==> src/rtl/bus_port_pkg.sv <==
// Shared definitions for the per-device bus port.
// Holds the destination-ID width, the broadcast ID and a helper that
// extracts the destination ID from the top bits of a packet.
package bus_port_pkg;

  localparam int ID_W = 8;
  localparam logic [ID_W-1:0] BROADCAST_ID = 8'hFF;

  // Widest packet the helper accepts; narrower packets are zero-extended.
  localparam int MAX_PKT_W = 256;

  // Destination ID lives in the top ID_W bits of a pkt_w-bit packet.
  function automatic logic [ID_W-1:0] dest_of(input logic [MAX_PKT_W-1:0] pkt,
                                               input int pkt_w);
    return pkt[pkt_w-1 -: ID_W];
  endfunction

endpackage

==> src/rtl/sync_fifo_fwft.sv <==
// Synchronous first-word-fall-through FIFO.
// Ports:
//   clk, reset        clock and synchronous active-high reset
//   wr, wdata, full   write side; a write while full is dropped unless a read
//                     happens in the same cycle
//   rd, rdata, empty  read side; rdata always shows the entry at the read pointer
//   overflow          single-cycle pulse: a write was dropped this cycle
// The memory is not reset; only pointers and the occupancy count are.
module sync_fifo_fwft
  import bus_port_pkg::*;
#(
  parameter int width = 16,
  parameter int depth = 8
) (
  input  logic             clk,
  input  logic             reset,
  input  logic             wr,
  input  logic [width-1:0] wdata,
  output logic             full,
  input  logic             rd,
  output logic [width-1:0] rdata,
  output logic             empty,
  output logic             overflow
);

  localparam int AW = $clog2(depth);
  localparam int CW = AW + 1;

  logic [width-1:0] mem_q [depth];
  logic [AW-1:0]    wr_ptr_q, wr_ptr_d;
  logic [AW-1:0]    rd_ptr_q, rd_ptr_d;
  logic [CW-1:0]    count_q,  count_d;
  logic             rd_en_s;
  logic             wr_en_s;

  // Accept/drop decisions and next pointer/count values.
  always_comb begin
    rd_en_s  = 1'b0;
    wr_en_s  = 1'b0;
    overflow = 1'b0;
    wr_ptr_d = wr_ptr_q;
    rd_ptr_d = rd_ptr_q;
    count_d  = count_q;

    // A read on an empty FIFO is ignored.
    rd_en_s = rd && (count_q != CW'(0));
    // A simultaneous read frees the slot, so a write into a full FIFO still lands.
    wr_en_s = wr && ((count_q != CW'(depth)) || rd_en_s);
    if (wr && !wr_en_s) begin
      overflow = 1'b1;
    end else begin
      overflow = 1'b0;
    end

    if (wr_en_s) begin
      wr_ptr_d = wr_ptr_q + AW'(1);
    end else begin
      wr_ptr_d = wr_ptr_q;
    end
    if (rd_en_s) begin
      rd_ptr_d = rd_ptr_q + AW'(1);
    end else begin
      rd_ptr_d = rd_ptr_q;
    end

    case ({wr_en_s, rd_en_s})
      2'b10:   count_d = count_q + CW'(1);
      2'b01:   count_d = count_q - CW'(1);
      default: count_d = count_q;
    endcase
  end

  // Pointer and occupancy registers.
  always_ff @(posedge clk) begin
    if (reset) begin
      wr_ptr_q <= AW'(0);
      rd_ptr_q <= AW'(0);
      count_q  <= CW'(0);
    end else begin
      wr_ptr_q <= wr_ptr_d;
      rd_ptr_q <= rd_ptr_d;
      count_q  <= count_d;
    end
  end

  // Storage array; a write during reset must not land, contents are otherwise kept.
  always_ff @(posedge clk) begin
    if (wr_en_s && !reset) begin
      mem_q[wr_ptr_q] <= wdata;
    end
  end

  assign full  = (count_q == CW'(depth));
  assign empty = (count_q == CW'(0));
  assign rdata = mem_q[rd_ptr_q];

endmodule

==> src/rtl/bus_dev_port_fifo.sv <==
// Per-device port between a bus device and the bus generator/arbiter.
// Ports:
//   clk, reset              clock and synchronous active-high reset
//   tx_wr, tx_data, tx_full device side of the TX FIFO
//   pndng, D_pop, pop       arbiter side of the TX FIFO (FWFT head on D_pop)
//   push, D_push            arbiter delivers a packet into the RX FIFO
//   rx_valid, rx_data, rx_rd device side of the RX FIFO (FWFT head on rx_data)
//   tx_ovf_cnt, rx_drop_cnt saturating counts of dropped TX writes / RX pushes
//   misroute                sticky: a push carried a destination that is neither
//                           this port's id nor the broadcast ID
module bus_dev_port_fifo
  import bus_port_pkg::*;
#(
  parameter int              pckg_sz   = 16,
  parameter int              depth     = 8,
  parameter int              id        = 0,
  parameter logic [ID_W-1:0] broadcast = BROADCAST_ID
) (
  input  logic               clk,
  input  logic               reset,
  input  logic               tx_wr,
  input  logic [pckg_sz-1:0] tx_data,
  output logic               tx_full,
  output logic               pndng,
  output logic [pckg_sz-1:0] D_pop,
  input  logic               pop,
  input  logic               push,
  input  logic [pckg_sz-1:0] D_push,
  output logic               rx_valid,
  output logic [pckg_sz-1:0] rx_data,
  input  logic               rx_rd,
  output logic [7:0]         tx_ovf_cnt,
  output logic [7:0]         rx_drop_cnt,
  output logic               misroute
);

  logic            tx_empty_s;
  logic            rx_empty_s;
  logic            rx_full_s;
  logic            tx_ovf_s;
  logic            rx_ovf_s;
  logic [ID_W-1:0] dest_s;
  logic            wrong_dest_s;

  logic [7:0] tx_ovf_cnt_q,  tx_ovf_cnt_d;
  logic [7:0] rx_drop_cnt_q, rx_drop_cnt_d;
  logic       misroute_q,    misroute_d;

  sync_fifo_fwft #(
    .width (pckg_sz),
    .depth (depth)
  ) u_tx_fifo (
    .clk      (clk),
    .reset    (reset),
    .wr       (tx_wr),
    .wdata    (tx_data),
    .full     (tx_full),
    .rd       (pop),
    .rdata    (D_pop),
    .empty    (tx_empty_s),
    .overflow (tx_ovf_s)
  );

  sync_fifo_fwft #(
    .width (pckg_sz),
    .depth (depth)
  ) u_rx_fifo (
    .clk      (clk),
    .reset    (reset),
    .wr       (push),
    .wdata    (D_push),
    .full     (rx_full_s),
    .rd       (rx_rd),
    .rdata    (rx_data),
    .empty    (rx_empty_s),
    .overflow (rx_ovf_s)
  );

  assign pndng    = !tx_empty_s;
  assign rx_valid = !rx_empty_s;

  // Destination check applies to every push, whether it is stored or dropped.
  always_comb begin
    dest_s       = dest_of(MAX_PKT_W'(D_push), pckg_sz);
    wrong_dest_s = 1'b0;
    if (push && (dest_s != ID_W'(id)) && (dest_s != broadcast)) begin
      wrong_dest_s = 1'b1;
    end else begin
      wrong_dest_s = 1'b0;
    end
  end

  // Saturating drop counters and sticky misroute flag next-state.
  always_comb begin
    tx_ovf_cnt_d  = tx_ovf_cnt_q;
    rx_drop_cnt_d = rx_drop_cnt_q;
    misroute_d    = misroute_q;

    if (tx_ovf_s && (tx_ovf_cnt_q != 8'hFF)) begin
      tx_ovf_cnt_d = tx_ovf_cnt_q + 8'd1;
    end else begin
      tx_ovf_cnt_d = tx_ovf_cnt_q;
    end

    if (rx_ovf_s && (rx_drop_cnt_q != 8'hFF)) begin
      rx_drop_cnt_d = rx_drop_cnt_q + 8'd1;
    end else begin
      rx_drop_cnt_d = rx_drop_cnt_q;
    end

    if (wrong_dest_s) begin
      misroute_d = 1'b1;
    end else begin
      misroute_d = misroute_q;
    end
  end

  // Status registers; reset wins over any event in the same cycle.
  always_ff @(posedge clk) begin
    if (reset) begin
      tx_ovf_cnt_q  <= 8'd0;
      rx_drop_cnt_q <= 8'd0;
      misroute_q    <= 1'b0;
    end else begin
      tx_ovf_cnt_q  <= tx_ovf_cnt_d;
      rx_drop_cnt_q <= rx_drop_cnt_d;
      misroute_q    <= misroute_d;
    end
  end

  assign tx_ovf_cnt  = tx_ovf_cnt_q;
  assign rx_drop_cnt = rx_drop_cnt_q;
  assign misroute    = misroute_q;

endmodule

==> config.mk <==
export PLATFORM = sky130hd
export DESIGN_NAME = bus_dev_port_fifo
export DESIGN_NICKNAME = d
export VERILOG_FILES = /design/src/rtl/bus_port_pkg.sv /design/src/rtl/sync_fifo_fwft.sv /design/src/rtl/bus_dev_port_fifo.sv
export SDC_FILE = /design/constraint.sdc
export NUM_CORES = 1
export LEC_CHECK = 0
export ABC_AREA = 1
export CORE_MARGIN = 1.5
export CORE_UTILIZATION = 58
export DETAILED_ROUTE_END_ITERATION = 10
export GPL_ROUTABILITY_DRIVEN = 0
export GPL_TIMING_DRIVEN = 0
export PLACE_DENSITY = 0.79
export SLEW_MARGIN = 20
export SYNTH_ARGS = -nofsm -noshare
export SYNTH_HDL_FRONTEND = slang
export SYNTH_HIERARCHICAL = 1
export SYNTH_SLANG_ARGS = --single-unit
==> constraint.sdc <==
create_clock -name clk -period 2.8 [get_ports clk]
set_input_delay 0.56 -clock clk [delete_from_list [all_inputs] [get_ports clk]]
set_output_delay 0.56 -clock clk [all_outputs]
set_load 0.03 [all_outputs]
== Word-level counts from Yosys, hierarchy flattened ==
Memory sizes are Yosys's and may differ from the RTL's. A register that Yosys moved wholly into a read port is not among the register bits.
Index checks and enable logic that the tools add are counted.
Cells by class
  add/subtract/negate cells: 10
  multiply operators: 0
  div/mod/pow operators: 0
  order comparisons: 0
  equality and inequality tests: 10
  shift-type cells: 0
  muxes and demuxes: 13
  bitwise operators: 0
  reductions and logical operators: 26
Operators by type and width (number)
  != test 8 bit (second input constant): 3
  adder 8 x 1 -> 8 bit (second input constant): 2
  case mux 4 bit (2 select lines): 2
  adder 3 x 1 -> 3 bit (second input constant): 4
  logical AND 1 bit: 12
  two-way mux 3 bit: 4
  adder 4 x 1 -> 4 bit (second input constant): 2
  logical NOT 4 bit: 2
  != test 4 bit (second input constant): 2
  nonzero test 4 bit: 2
  nonzero test 8 bit: 1
  subtractor 4 x 1 -> 4 bit (second input constant): 2
  two-way mux 1 bit: 7
  logical NOT 1 bit: 5
  == test 2 x 1 -> 1 bit (second input constant): 2
  == test 2 bit (second input constant): 2
  == test 4 bit (second input constant): 1
  nonzero test 2 bit: 2
  logical OR 1 bit: 2
Word-level totals
  register bits: 37
  bits in latches: 0
  bits in writable memories: 256
  memory bits (read-only): 0
  input port bits: 38
  output and inout bits: 52
  logic and storage cells: 70
  memories kept: 2
Memories
  u_rx_fifo.mem_q: depth 8, bits a word 16, rd ports 1, clocked after Yosys merged registers in 1, wr ports 1, RTL line sync_fifo_fwft.sv:29  | logic [width-1:0] mem_q [depth];
  u_tx_fifo.mem_q: depth 8, bits a word 16, rd ports 1, clocked after Yosys merged registers in 1, wr ports 1, RTL line sync_fifo_fwft.sv:29

== Logic depth before layout (Yosys ltp) ==
  word-level depth: 8
  gate-level depth with buffers: 11
  depth with buffers taken out: 11

== Hierarchy ==
Netlist, hierarchy kept.
Modules (own cells, without submodules)
  sync_fifo_fwft: instances 2, cells an instance 422, area each 5676.7 µm², seq. area each 4103.9 µm²
  bus_dev_port_fifo: instances 1, cells an instance 153, area each 977.2 µm², seq. area each 340.3 µm²

== Worst setup path after synthesis ==
No wires, ideal clock.
  path kind: input to register
  start: input rx_rd
  end: memory u_rx_fifo.mem_q[4][0] (enable)
  setup time: 409 ps
  arrival time: 2104 ps
  data required time: 2391 ps
  path slack: 287 ps
  stages on the path: 6
  buffers on the path: 0
  path through: inv_1 > nand4_1 > nand2_1 > inv_1 > nand2_1 > nor3_1
Between the ends
  cells in the longest elaborated chain, start to end: 6
Ends and longest elaborated chain
  start, declared: RTL line bus_dev_port_fifo.sv:31  | input logic rx_rd,
  logical AND 1 bit: RTL line sync_fifo_fwft.sv:46  | rd_en_s = rd && (count_q != CW'(0));
  logical OR 1 bit: RTL line sync_fifo_fwft.sv:48  | wr_en_s = wr && ((count_q != CW'(depth)) || rd_en_s);
  logical AND 1 bit: RTL line sync_fifo_fwft.sv:48
  logical AND 1 bit: RTL line sync_fifo_fwft.sv:88  | if (wr_en_s && !reset) begin
  two-way mux 1 bit: RTL line sync_fifo_fwft.sv:88
  two-way mux 1 bit (not written as such): RTL line sync_fifo_fwft.sv:89  | mem_q[wr_ptr_q] <= wdata;
  end, declared: RTL line sync_fifo_fwft.sv:29
No other way between the ends.

==> flow_metrics.py <==
metrics = {
    "yosys": {
        "syn_avg_cell_area_sq_um": 12.4,
        "syn-num-nets": 1046,
        "yosysWarnings": 6,
        "syn_area_sq_um": 12300,
        "syn_inst": 996,
    },
    "die": {
        "io_pins": 90,
        "initial_utilization_pct": 58.8,
        "rows": 53,
        "die_x_um": 149,
        "die_h_um": 149,
        "dieArea_sq_um": 22100,
        "core_area_sq_um": 21000,
    },
    "worst_setup_path": {
        "cp_max_fo": 10,
        "required_ns": 2.24,
        "critPathSlowestCell": "clkbuf_1",
        "r2r-start": "u_tx_fifo/count_q[0]$_SDFFE_PP0P_",
        "crit_type": "reg2out",
        "critPathLaunchType": "register",
        "r2r_slack_ns": 0.50,
        "r2r_cells": 7,
        "crit_top_cell": "nand2_1",
        "r2r-end": "u_tx_fifo/mem_q[4][8]$_DFFE_PP_",
        "max_stage_delay_ns": 0.46,
        "cp_top_family": "buffers and inverters",
        "crit_arrival_ns": 2.24,
        "critPathCaptureType": "primary output",
        "cp_cell_sequence": "buf_2 > clkbuf_1 > o22ai_1 > nand2_1 > nand2_1 > clkdlybuf4s15_1",
        "critPathBufInv": 3,
    },
    "clock_network": {
        "clock-sinks": 299,
        "root_buffer": "clkbuf_16",
        "ctsHoldBuffers": 0,
        "cts_made_buffers": 29,
        "cts_tree": "built",
        "clk_latency_ns": 0.53,
        "clk_path_buf_depth": 3,
        "clk_pin_slew_ns": 0.06,
        "cts-htree-levels": 1,
    },
    "sta": {
        "final.setup_skew_ns": 0.00892,
        "hold_viol_final": 0,
        "worst-slew-pin-transition_ns": 0.836,
        "drv_slew": 0,
        "worst_slack_ns": 0.00204,
        "finalSetupViolCount": 0,
        "period_share_pct": 99.9,
        "rsz0062_at_grt": "true",
        "fmax_mhz": 357,
        "relSlewSlack_pct": 43.9,
        "fin_crit_ns": 2.80,
        "timing.hold.ws_ns": 0.456,
    },
    "pwr": {
        "power_w": 0.0126,
        "cellLeakagePower_nw": 5.29,
        "vdd_drop_max_mv": 0.636,
        "power.density_nw_per_um2": 861,
    },
    "routing": {
        "dr_total_vias": 8212,
        "wl_um": 26400,
        "ant_nets": 0,
        "drc": 0,
        "routedWlPerCell_um": 18.4,
        "drt_iter0_drc": 835,
        "viasPerCell": 5.72,
        "drt_pre_antenna_iters": 7,
    },
    "finish": {
        "drive_gt1_share_pct": 13.5,
        "final_util_pct": 70.1,
        "syn_to_final_growth_pct": 19.1,
        "fin_nets": 1188,
        "fill_cells": 1441,
        "ff_latch_area_sq_um": 8550,
        "multi_input_area_sq_um": 3290,
        "antenna_cells": 0,
    },
    "grt": {
        "grt_max_degree": 15,
        "grt_pass1_wl_um": 41400,
        "grt.overflow.total": 0,
        "grt_pass1_vias": 7815,
        "grt_usage_pct": 24.2,
        "grt_antenna_before_repair": 0,
    },
    "worst_hold_path": {
        "min_to": "misroute$_SDFFE_PP0P_",
        "hp-start": "misroute$_SDFFE_PP0P_",
        "hold_depth": 2,
        "hold_path_class": "reg2reg",
    },
    "run": {
        "cap_violations": 0,
    },
    "placement": {
        "place_ws_ns": -0.219,
        "port_buffers": 89,
        "place.detailed.hpwl_um": 17900,
    },
    "outcome": {
        "outcome": "finished clean",
    },
}
[flip-flops by register name (all words and copies together), names as in the netlist, named ones only]
signal	cells
u_rx_fifo/wr_ptr_q	3
u_rx_fifo/rd_ptr_q	3
u_tx_fifo/wr_ptr_q	3
rx_drop_cnt	8
u_rx_fifo/mem_q	128
u_tx_fifo/rd_ptr_q	3
u_tx_fifo/count_q	4
misroute	1
u_rx_fifo/count_q	4
u_tx_fifo/mem_q	128
tx_ovf_cnt	8
[placed cells by master (no fill, tap or decap), types with 5 or more instances in the layout]
cell,n
clkbuf_2,19
clkdlybuf4s15_1,9
clkbuf_1,12
inv_2,7
o21ai_1,14
buf_6,23
edfxtp_1,256
buf_8,6
ha_1,10
nand2_1,169
clkbuf_16,29
o21ai_0,59
buf_2,13
nand2_2,7
nor2_1,98
a21oi_1,33
nand3_1,34
inv_1,48
buf_4,12
clkbuf_8,5
clkinv_1,7
dfxtp_1,43
mux2i_1,64
nor3_2,8
nor2_2,12
clkdlybuf4s50_1,57
o22ai_1,64
dlygate4sd2_1,9
[through the flow]
stage               TNS [ns]  area [sq um]  cells
finish                     0         14700   1435
global route          -0.187         14700   1435
CTS                        0         14700   1435
detailed placement     -8.65         13800   1382
global placement     -253.20         13600   1360
floorplan                  0         12300    996
[worst reg2reg max path, cell delays in order (launching register included)]
cell	delay, ns
dfxtp_1	0.41
nor2_2	0.07
nand4_1	0.09
nand2_1	0.15
inv_1	0.13
nand2_1	0.15
nor3_2	0.67
buf_4	0.33
[what timing repair did]
item                                    4_1_cts  5_1_grt
buffers inserted                              0        0
hold endpoints to repair                      0        0
pin swaps                                     0        0
gates resized for setup                      42       40
endpoints found under the setup margin       32       31
[worst max-delay path by stage]
stage	start	endpoint	cells after the start
floorplan	rx_rd	u_rx_fifo/mem_q[4][0]$_DFFE_PP_	6
global placement	reset	u_rx_fifo/mem_q[4][3]$_DFFE_PP_	4
detailed placement	reset	u_tx_fifo/mem_q[4][8]$_DFFE_PP_	5
CTS	register	D_pop[13]	7
global route	register	D_pop[12]	6
finish	register	D_pop[2]	6
[area by class of cell]
cell class	instances	share of cell area, %
flip-flops and latches	299	58.2
multi-input cells	596	22.4
repair buffers	111	7.04
clock buffers	45	5.69
plain buffers	44	2.41
well taps	275	2.34
inverters	57	1.46
clock inverters	8	0.401
[report_power, final]
group | switching [W] | internal, W
Combinational | 0.00249 | 0.00135
Sequential | 0.000127 | 0.00503
Clock | 0.00151 | 0.00212
[metal layers]
layer  wire (um)  track usage [%]  up-vias
li1            -                -     3860
met5           0                0        -
met2       12700             39.3      322
met4         516             6.39        0
met3        1980             3.46       45
met1       11100             34.6     3985
No activity file was read; power rests on OpenSTA's default activity.
